--- src/rtl/csa_pkg.sv ---
// Shared constants and elaboration-time parameter checks for the carry-select adder.
package csa_pkg;

    localparam logic OP_ADD = 1'b0;
    localparam logic OP_SUB = 1'b1;

    // True when the width splits evenly into stages made of whole blocks.
    function automatic bit params_ok(
        input int unsigned width,
        input int unsigned block,
        input int unsigned stages
    );
        if (stages < 1 || block < 1 || width < 1) begin
            return 1'b0;
        end
        return (width % (block * stages)) == 0;
    endfunction

endpackage

--- src/rtl/pipelined_carry_select_adder_if.sv ---
// Operand/result handshake bundle for the pipelined carry-select adder.
interface pipelined_carry_select_adder_if #(
    parameter int unsigned WIDTH = 64
) ();

    logic             in_valid;
    logic             in_ready;
    logic [WIDTH-1:0] in1;
    logic [WIDTH-1:0] in2;
    logic             cin;
    logic             sub;
    logic             out_valid;
    logic             out_ready;
    logic [WIDTH-1:0] sum;
    logic             cout;
    logic             ovf;

    modport master (
        output in_valid, in1, in2, cin, sub, out_ready,
        input  in_ready, out_valid, sum, cout, ovf
    );

    modport slave (
        input  in_valid, in1, in2, cin, sub, out_ready,
        output in_ready, out_valid, sum, cout, ovf
    );

endinterface

--- src/rtl/csa_select_block.sv ---
// One carry-select block: two ripple adders (carry-in 0 and 1) and a select mux.
module csa_select_block #(
    parameter int unsigned BLOCK = 4
) (
    input  logic [BLOCK-1:0] a,
    input  logic [BLOCK-1:0] b,
    input  logic             cin,
    output logic [BLOCK-1:0] s,
    output logic             cout
);

    logic [BLOCK-1:0] w_s0;
    logic [BLOCK-1:0] w_s1;
    logic             w_c0;
    logic             w_c1;

    // Ripple both speculative sums; the chains are independent of cin.
    always_comb begin
        w_s0 = '0;
        w_s1 = '0;
        w_c0 = 1'b0;
        w_c1 = 1'b1;
        for (int i = 0; i < int'(BLOCK); i++) begin
            w_s0[i] = a[i] ^ b[i] ^ w_c0;
            w_c0    = (a[i] & b[i]) | (w_c0 & (a[i] ^ b[i]));
            w_s1[i] = a[i] ^ b[i] ^ w_c1;
            w_c1    = (a[i] & b[i]) | (w_c1 & (a[i] ^ b[i]));
        end
    end

    assign s    = cin ? w_s1 : w_s0;
    assign cout = w_c0 | (w_c1 & cin);

endmodule

--- src/rtl/pipelined_carry_select_adder.sv ---
// Streaming carry-select adder/subtractor; each stage resolves WIDTH/STAGES bits.
module pipelined_carry_select_adder #(
    parameter int unsigned WIDTH  = 64,
    parameter int unsigned BLOCK  = 4,
    parameter int unsigned STAGES = 4
) (
    input  logic                          clk,
    input  logic                          rst,
    pipelined_carry_select_adder_if.slave bus
);

    import csa_pkg::*;

    localparam int unsigned SW = WIDTH / STAGES;
    localparam int unsigned NB = SW / BLOCK;

    if (!params_ok(WIDTH, BLOCK, STAGES)) begin : g_bad_params
        $error("pipelined_carry_select_adder: WIDTH must be a multiple of BLOCK*STAGES");
    end

    logic [WIDTH-1:0] w_b_eff;
    logic             w_cin_eff;

    // Subtract becomes A + ~B + 1, so the datapath only ever adds.
    assign w_b_eff   = (bus.sub == OP_SUB) ? ~bus.in2 : bus.in2;
    assign w_cin_eff = (bus.sub == OP_SUB) ? 1'b1 : bus.cin;

    for (genvar s = 0; s < STAGES; s++) begin : g_stage
        localparam int unsigned IN_W = WIDTH - s * SW;
        localparam int unsigned DONE = (s + 1) * SW;

        logic            w_ready;
        logic            w_in_valid;
        logic [IN_W-1:0] w_a;
        logic [IN_W-1:0] w_b;
        logic            w_cin;
        logic            w_cout;
        logic [SW-1:0]   w_chunk;
        logic [DONE-1:0] w_sum_next;

        logic            r_valid;
        logic            r_carry;
        logic [DONE-1:0] r_sum;

        if (s == STAGES - 1) begin : g_rdy
            assign w_ready = ~r_valid | bus.out_ready;
        end else begin : g_rdy
            assign w_ready = ~r_valid | g_stage[s+1].w_ready;
        end

        if (s == 0) begin : g_src
            assign w_in_valid = bus.in_valid;
            assign w_a        = bus.in1;
            assign w_b        = w_b_eff;
            assign w_cin      = w_cin_eff;
            assign w_sum_next = w_chunk;
        end else begin : g_src
            assign w_in_valid = g_stage[s-1].r_valid;
            assign w_a        = g_stage[s-1].g_fwd.r_a;
            assign w_b        = g_stage[s-1].g_fwd.r_b;
            assign w_cin      = g_stage[s-1].r_carry;
            assign w_sum_next = {w_chunk, g_stage[s-1].r_sum};
        end

        for (genvar k = 0; k < NB; k++) begin : g_blk
            logic w_bcin;
            logic w_bcout;

            if (k == 0) begin : g_cin
                assign w_bcin = w_cin;
            end else begin : g_cin
                assign w_bcin = g_blk[k-1].w_bcout;
            end

            csa_select_block #(
                .BLOCK (BLOCK)
            ) u_blk (
                .a    (w_a[k*BLOCK +: BLOCK]),
                .b    (w_b[k*BLOCK +: BLOCK]),
                .cin  (w_bcin),
                .s    (w_chunk[k*BLOCK +: BLOCK]),
                .cout (w_bcout)
            );
        end

        assign w_cout = g_blk[NB-1].w_bcout;

        // Stage slot advances when empty or when its occupant moves on this edge.
        always_ff @(posedge clk) begin
            if (rst) begin
                r_valid <= 1'b0;
                r_carry <= 1'b0;
                r_sum   <= '0;
            end else if (w_ready) begin
                r_valid <= w_in_valid;
                r_carry <= w_cout;
                r_sum   <= w_sum_next;
            end
        end

        if (s < STAGES - 1) begin : g_fwd
            localparam int unsigned REM = IN_W - SW;

            logic [REM-1:0] r_a;
            logic [REM-1:0] r_b;

            // Carry only the operand bits later stages still need.
            always_ff @(posedge clk) begin
                if (rst) begin
                    r_a <= '0;
                    r_b <= '0;
                end else if (w_ready) begin
                    r_a <= w_a[IN_W-1:SW];
                    r_b <= w_b[IN_W-1:SW];
                end
            end
        end else begin : g_last
            logic r_ovf;

            // Signed overflow from the sign bits of A, effective B and the sum.
            always_ff @(posedge clk) begin
                if (rst) begin
                    r_ovf <= 1'b0;
                end else if (w_ready) begin
                    r_ovf <= (w_a[SW-1] == w_b[SW-1]) && (w_chunk[SW-1] != w_a[SW-1]);
                end
            end
        end
    end

    assign bus.in_ready  = g_stage[0].w_ready & ~rst;
    assign bus.out_valid = g_stage[STAGES-1].r_valid;
    assign bus.sum       = g_stage[STAGES-1].r_sum;
    assign bus.cout      = g_stage[STAGES-1].r_carry;
    assign bus.ovf       = g_stage[STAGES-1].g_last.r_ovf;

endmodule

--- src/flat_wrapper.sv ---
// flat-port wrapper written by rule: the top's interface ports become plain ports
module pipelined_carry_select_adder_flat import csa_pkg::*;
#(
    parameter int unsigned WIDTH  = 64,
    parameter int unsigned BLOCK  = 4,
    parameter int unsigned STAGES = 4
)
  (clk, rst, bus_in_valid, bus_in1, bus_in2, bus_cin, bus_sub, bus_out_ready, bus_in_ready, bus_out_valid, bus_sum, bus_cout, bus_ovf);
  pipelined_carry_select_adder_if #(.WIDTH(WIDTH)) bus_i ();
  input  logic clk;
  input  logic rst;
  input wire logic [$bits(bus_i.in_valid)-1:0] bus_in_valid;
  input wire logic [$bits(bus_i.in1)-1:0] bus_in1;
  input wire logic [$bits(bus_i.in2)-1:0] bus_in2;
  input wire logic [$bits(bus_i.cin)-1:0] bus_cin;
  input wire logic [$bits(bus_i.sub)-1:0] bus_sub;
  input wire logic [$bits(bus_i.out_ready)-1:0] bus_out_ready;
  output wire logic [$bits(bus_i.in_ready)-1:0] bus_in_ready;
  output wire logic [$bits(bus_i.out_valid)-1:0] bus_out_valid;
  output wire logic [$bits(bus_i.sum)-1:0] bus_sum;
  output wire logic [$bits(bus_i.cout)-1:0] bus_cout;
  output wire logic [$bits(bus_i.ovf)-1:0] bus_ovf;
  assign bus_i.in_valid = bus_in_valid;
  assign bus_i.in1 = bus_in1;
  assign bus_i.in2 = bus_in2;
  assign bus_i.cin = bus_cin;
  assign bus_i.sub = bus_sub;
  assign bus_i.out_ready = bus_out_ready;
  assign bus_in_ready = bus_i.in_ready;
  assign bus_out_valid = bus_i.out_valid;
  assign bus_sum = bus_i.sum;
  assign bus_cout = bus_i.cout;
  assign bus_ovf = bus_i.ovf;
  pipelined_carry_select_adder #(.WIDTH(WIDTH), .BLOCK(BLOCK), .STAGES(STAGES)) u_core (.clk(clk), .rst(rst), .bus(bus_i));
endmodule
--- config.mk ---
export PLATFORM = sky130hd
export DESIGN_NAME = pipelined_carry_select_adder_flat
export DESIGN_NICKNAME = d
export VERILOG_FILES = /design/src/rtl/csa_pkg.sv /design/src/rtl/pipelined_carry_select_adder_if.sv /design/src/rtl/csa_select_block.sv /design/src/rtl/pipelined_carry_select_adder.sv /design/src/flat_wrapper.sv
export SDC_FILE = /design/constraint.sdc
export NUM_CORES = 1
export LEC_CHECK = 0
export CAP_MARGIN = 30
export CORE_AREA = 2 2 257 259
export CTS_CLUSTER_DIAMETER = 50
export CTS_CLUSTER_SIZE = 40
export DETAILED_ROUTE_END_ITERATION = 8
export DIE_AREA = 0 0 259 261
export GPL_TIMING_DRIVEN = 0
export PLACE_DENSITY = 0.43
export SETUP_SLACK_MARGIN = 0.15
export SLEW_MARGIN = 20
export SYNTH_ARGS = -nofsm -noshare
export SYNTH_HDL_FRONTEND = slang
export SYNTH_SLANG_ARGS = --single-unit
--- constraint.sdc ---
create_clock -name clk -period 10.4 [get_ports clk]
set_input_delay 3.12 -clock clk [delete_from_list [all_inputs] [get_ports clk]]
set_output_delay 3.12 -clock clk [all_outputs]
set_load 0.005 [all_outputs]
==> key figures <==
Drt
  • Vias per std cell: between 4 and 5
  • DR pass1 iterations: 5
  • DR WL/cell: 17.6 um
  • Vias: 14.0k
  • Detail Route Antenna Nets: 0
  • Number of DRC markers in iteration 0: 649
  • Residual DRC: 0
  • Final wirelength: roughly 55 mm

Place
  • Worst slack, placed: between 1 and 1.5 ns
  • Post-DP HPWL: ~42 mm
  • Post-placement cell area: around 0.019 mm^2
  • Global placer's final weighted congestion: ~0.83
  • Cells after DPL: ~3.0k
  • IO buf count: 200

Power and ir drop
  • Peak VDD IR: 96.4 uV
  • P per Cell Area: 169 mW/mm^2
  • Final Power: between 0.003 and 0.004 W
  • Leakage: roughly 8 nW

Timing
  • Setup TNS: 0 ns
  • Final Hold Vio Count: 0
  • Setup ws final: between 1 and 1.5 ns
  • Slew HR: 0.369
  • Period utilization: 0.858
  • RSZ-0062 raised after global routing: false
  • Setup Skew: 0.0170 ns
  • Fmax: approximately 110 MHz
  • Final worst path period need: 8.92 ns
  • Max Slew Vio Count: 0
  • Final setup vio count: 0
  • Worst-Margin Slew: 0.947 ns

Global routing
  • Initial antenna violation count: 2
  • Vias in the first global route: approximately 14k
  • Met2 GRT Util: 0.275
  • Largest net degree at the start of global routing: 15
  • Busiest grt layer: met2
  • First-pass GRT wire length: 83.4 mm
  • Met1 usage: 0.209
  • Grt ovf: 0
  • Met3 usage: 0.0257
  • Total track usage: 0.163

Clock tree
  • Clock root cell: clkbuf_16
  • TritonCTS buffer count: between 40 and 50
  • CTS Hold Bufs: 0
  • Clock transition at the registers of the reported paths: about 0.07 ns
  • Setup bufs post-CTS: 0
  • # clock sinks: around 360
  • CTS tree: yes
  • Resized Gates After CTS: 0
  • Clock latency on the worst-skew pair: roughly 0.58 ns
  • Longest Clk Path Bufs: 3
  • H-Tree Depth: 2

Setup path
  • Critical Path AT: between 5 and 6 ns
  • Worst EP required: roughly 7.3 ns
  • Beginning of the critical path: bus_out_ready
  • Crit path max-delay cell type: clkdlybuf4s50_1
  • Worst setup EP type: output port
  • Crit-path cells: clkdlybuf4s50_1 -> nor2b_1 -> buf_2 -> and3_1 -> buf_2 -> and2_1 -> clkbuf_1 -> nor2_1 -> clkdlybuf4s50_1
  • Setup CP Type: primary input to output port
  • CP Launch Type: primary input
  • R2r setup slk: ~7.6 ns
  • Max FO, Critical Path: 10
  • R2r worst-path depth: 9
  • R2r endpoint: u_core.g_stage[0].r_sum[8]
  • CP peak stage delay: ~0.63 ns
  • Crit path max-delay family: buffers and inverters
  • Reg2reg start: u_core.bus.out_valid
  • Worst Path Buf+Inv: 5

Floorplan
  • Die area: roughly 0.068 mm^2
  • Starting Density: 0.246
  • Std-Cell Rows: 94
  • I/O Pins: 202
  • Chip width: 259 um
  • Die Y: around 260 um
  • Core box area: roughly 0.065 mm^2

Synthesis
  • Post-synth EDFFs: 0
  • Async SR Flop Fraction: 0
  • Post-synthesis sequential area ratio: 0.451
  • Syn Inst Count: 1978
  • Mapped Area: around 0.016 mm^2
  • Average size of a mapped cell: 8.10 um^2
  • Synthesized net count: 2192
  • Ys flop type: dfxtp_1
  • Netlist cell types: between 70 and 80
  • Synth warn: 0
  • Seq cells post-synth: between 300 and 400

Layout
  • Layout Cells excl Fill: 3124
  • Layout cells sized above 1: 0.0509
  • Layout area overhead: 28.6%
  • Design area: 0.0206 mm^2
  • Nets@finish: between 2k and 2.5k

Flow run
  • Maxcap violations: 0

Min path
  • Hold endpoint: u_core.g_stage[2].r_sum[24]
  • Hold Crit Depth: 2
  • Hold wc startpoint: u_core.g_stage[1].r_sum[24]
  • Min-delay worst type: register to register

Outcome
  • Status: complete, no violations
==> worst max path at each step <==
stage                              end  slack, ns  cells after the start
final                     bus_in_ready       1.48                      9
after global routing      bus_in_ready       1.30                      9
after CTS                 bus_in_ready       1.46                      9
after detailed placement  bus_in_ready       1.47                      9
after global placement    bus_in_ready       1.46                      9
after floorplan           bus_in_ready       3.15                      7
==> cells in the final DEF, fill, tap and decap left out, drive strengths merged, types with 5 or more instances in the layout <==
master         Yosys  routed
nor3               8       8
inv               51      60
nand2b             8       8
mux2i             14      14
ha                80      80
clkinv             1      12
xnor2             81      81
a211oi            76      76
clkdlybuf4s50      0     200
a31oi              8       8
nor2             105     105
nand3             12      12
nand2            548     548
a21oi            302     302
clkbuf           104     156
o211ai             5       5
o21a               5       5
nor2b             17      17
dfxtp            361     361
and2               8       8
o31ai              5       5
nor4               6       6
buf               24      27
or3                8       8
xor2              32      32
a21o              19      19
o21ai             31      31
==> final cells by class <==
cell class	count	area, um^2
sequential	361	7230
tap	864	1080
fill	6930	44400
clock buffer	52	1180
inverter	52	195
multi-input combinational	1437	8100
antenna	1	2.50
clock inverter	26	272
buffer	128	499
timing repair buffer	203	2040
==> worst min-delay path, delay by kind of cell, from the launching register on <==
kind / cells / cell delay, ns
and+or+nand+nor: 1 / 0.05
AOI/OAI and AO/OA: 1 / 0.05
DFF: 1 / 0.31
==> cell families after synthesis <==
kind of cell	share of synthesized area
AO/OA/AOI/OAI	0.182
flip-flops	0.451
AND/OR/NAND/NOR	0.189
buffers and inverters	0.0432
adder cells (fa/ha/maj)	0.0625
XOR/XNOR	0.0618
multiplexers	0.0109
==> flip-flops by register name, summed over array words and instances, names as in the netlist <==
name                      count
u_core.g_stage.r_sum         96
u_core.bus.sum               64
u_core.bus.ovf                1
u_core.bus.out_valid          1
u_core.g_stage.g_fwd.r_b     96
u_core.g_stage.g_fwd.r_a     96
u_core.g_stage.r_carry        3
u_core.g_stage.r_valid        3
u_core.bus.cout               1
==> report_power, final <==
group          internal, W  switching (W)
Clock             0.000899       0.000641
Combinational     0.000199       0.000203
Sequential         0.00148      0.0000560
==> metrics by stage <==
| step | utilization | hold WS (ns) |
|---|---|---|
| after floorplan | - | 0.426 |
| after global placement | 0.294 | 0.440 |
| after detailed placement | 0.294 | 0.444 |
| after CTS | 0.316 | 0.447 |
| after global routing | 0.317 | 0.464 |
| final | 0.317 | 0.446 |
==> Yosys cell counts, drive strengths merged, types with 12 or more instances <==
cell	count	area share
dfxtp	361	0.45
mux2i	14	0.0087
ha	80	0.062
o21ai	31	0.0099
nor2	105	0.025
nand3	12	0.0037
nand2	548	0.13
a21o	19	0.0089
nor2b	17	0.0071
xnor2	81	0.044
buf	24	0.0066
inv	51	0.012
clkbuf	104	0.024
a21oi	302	0.094
xor2	32	0.017
a211oi	76	0.037
==> routing by layer <==
metal / vias to the layer above / wire (um)
met2: 266 / 25900
li1: 7140 / -
met1: 6543 / 25300
met5: - / 0
met4: 0 / 1420
met3: 60 / 2400
No activity file was read; power rests on OpenSTA's default activity.
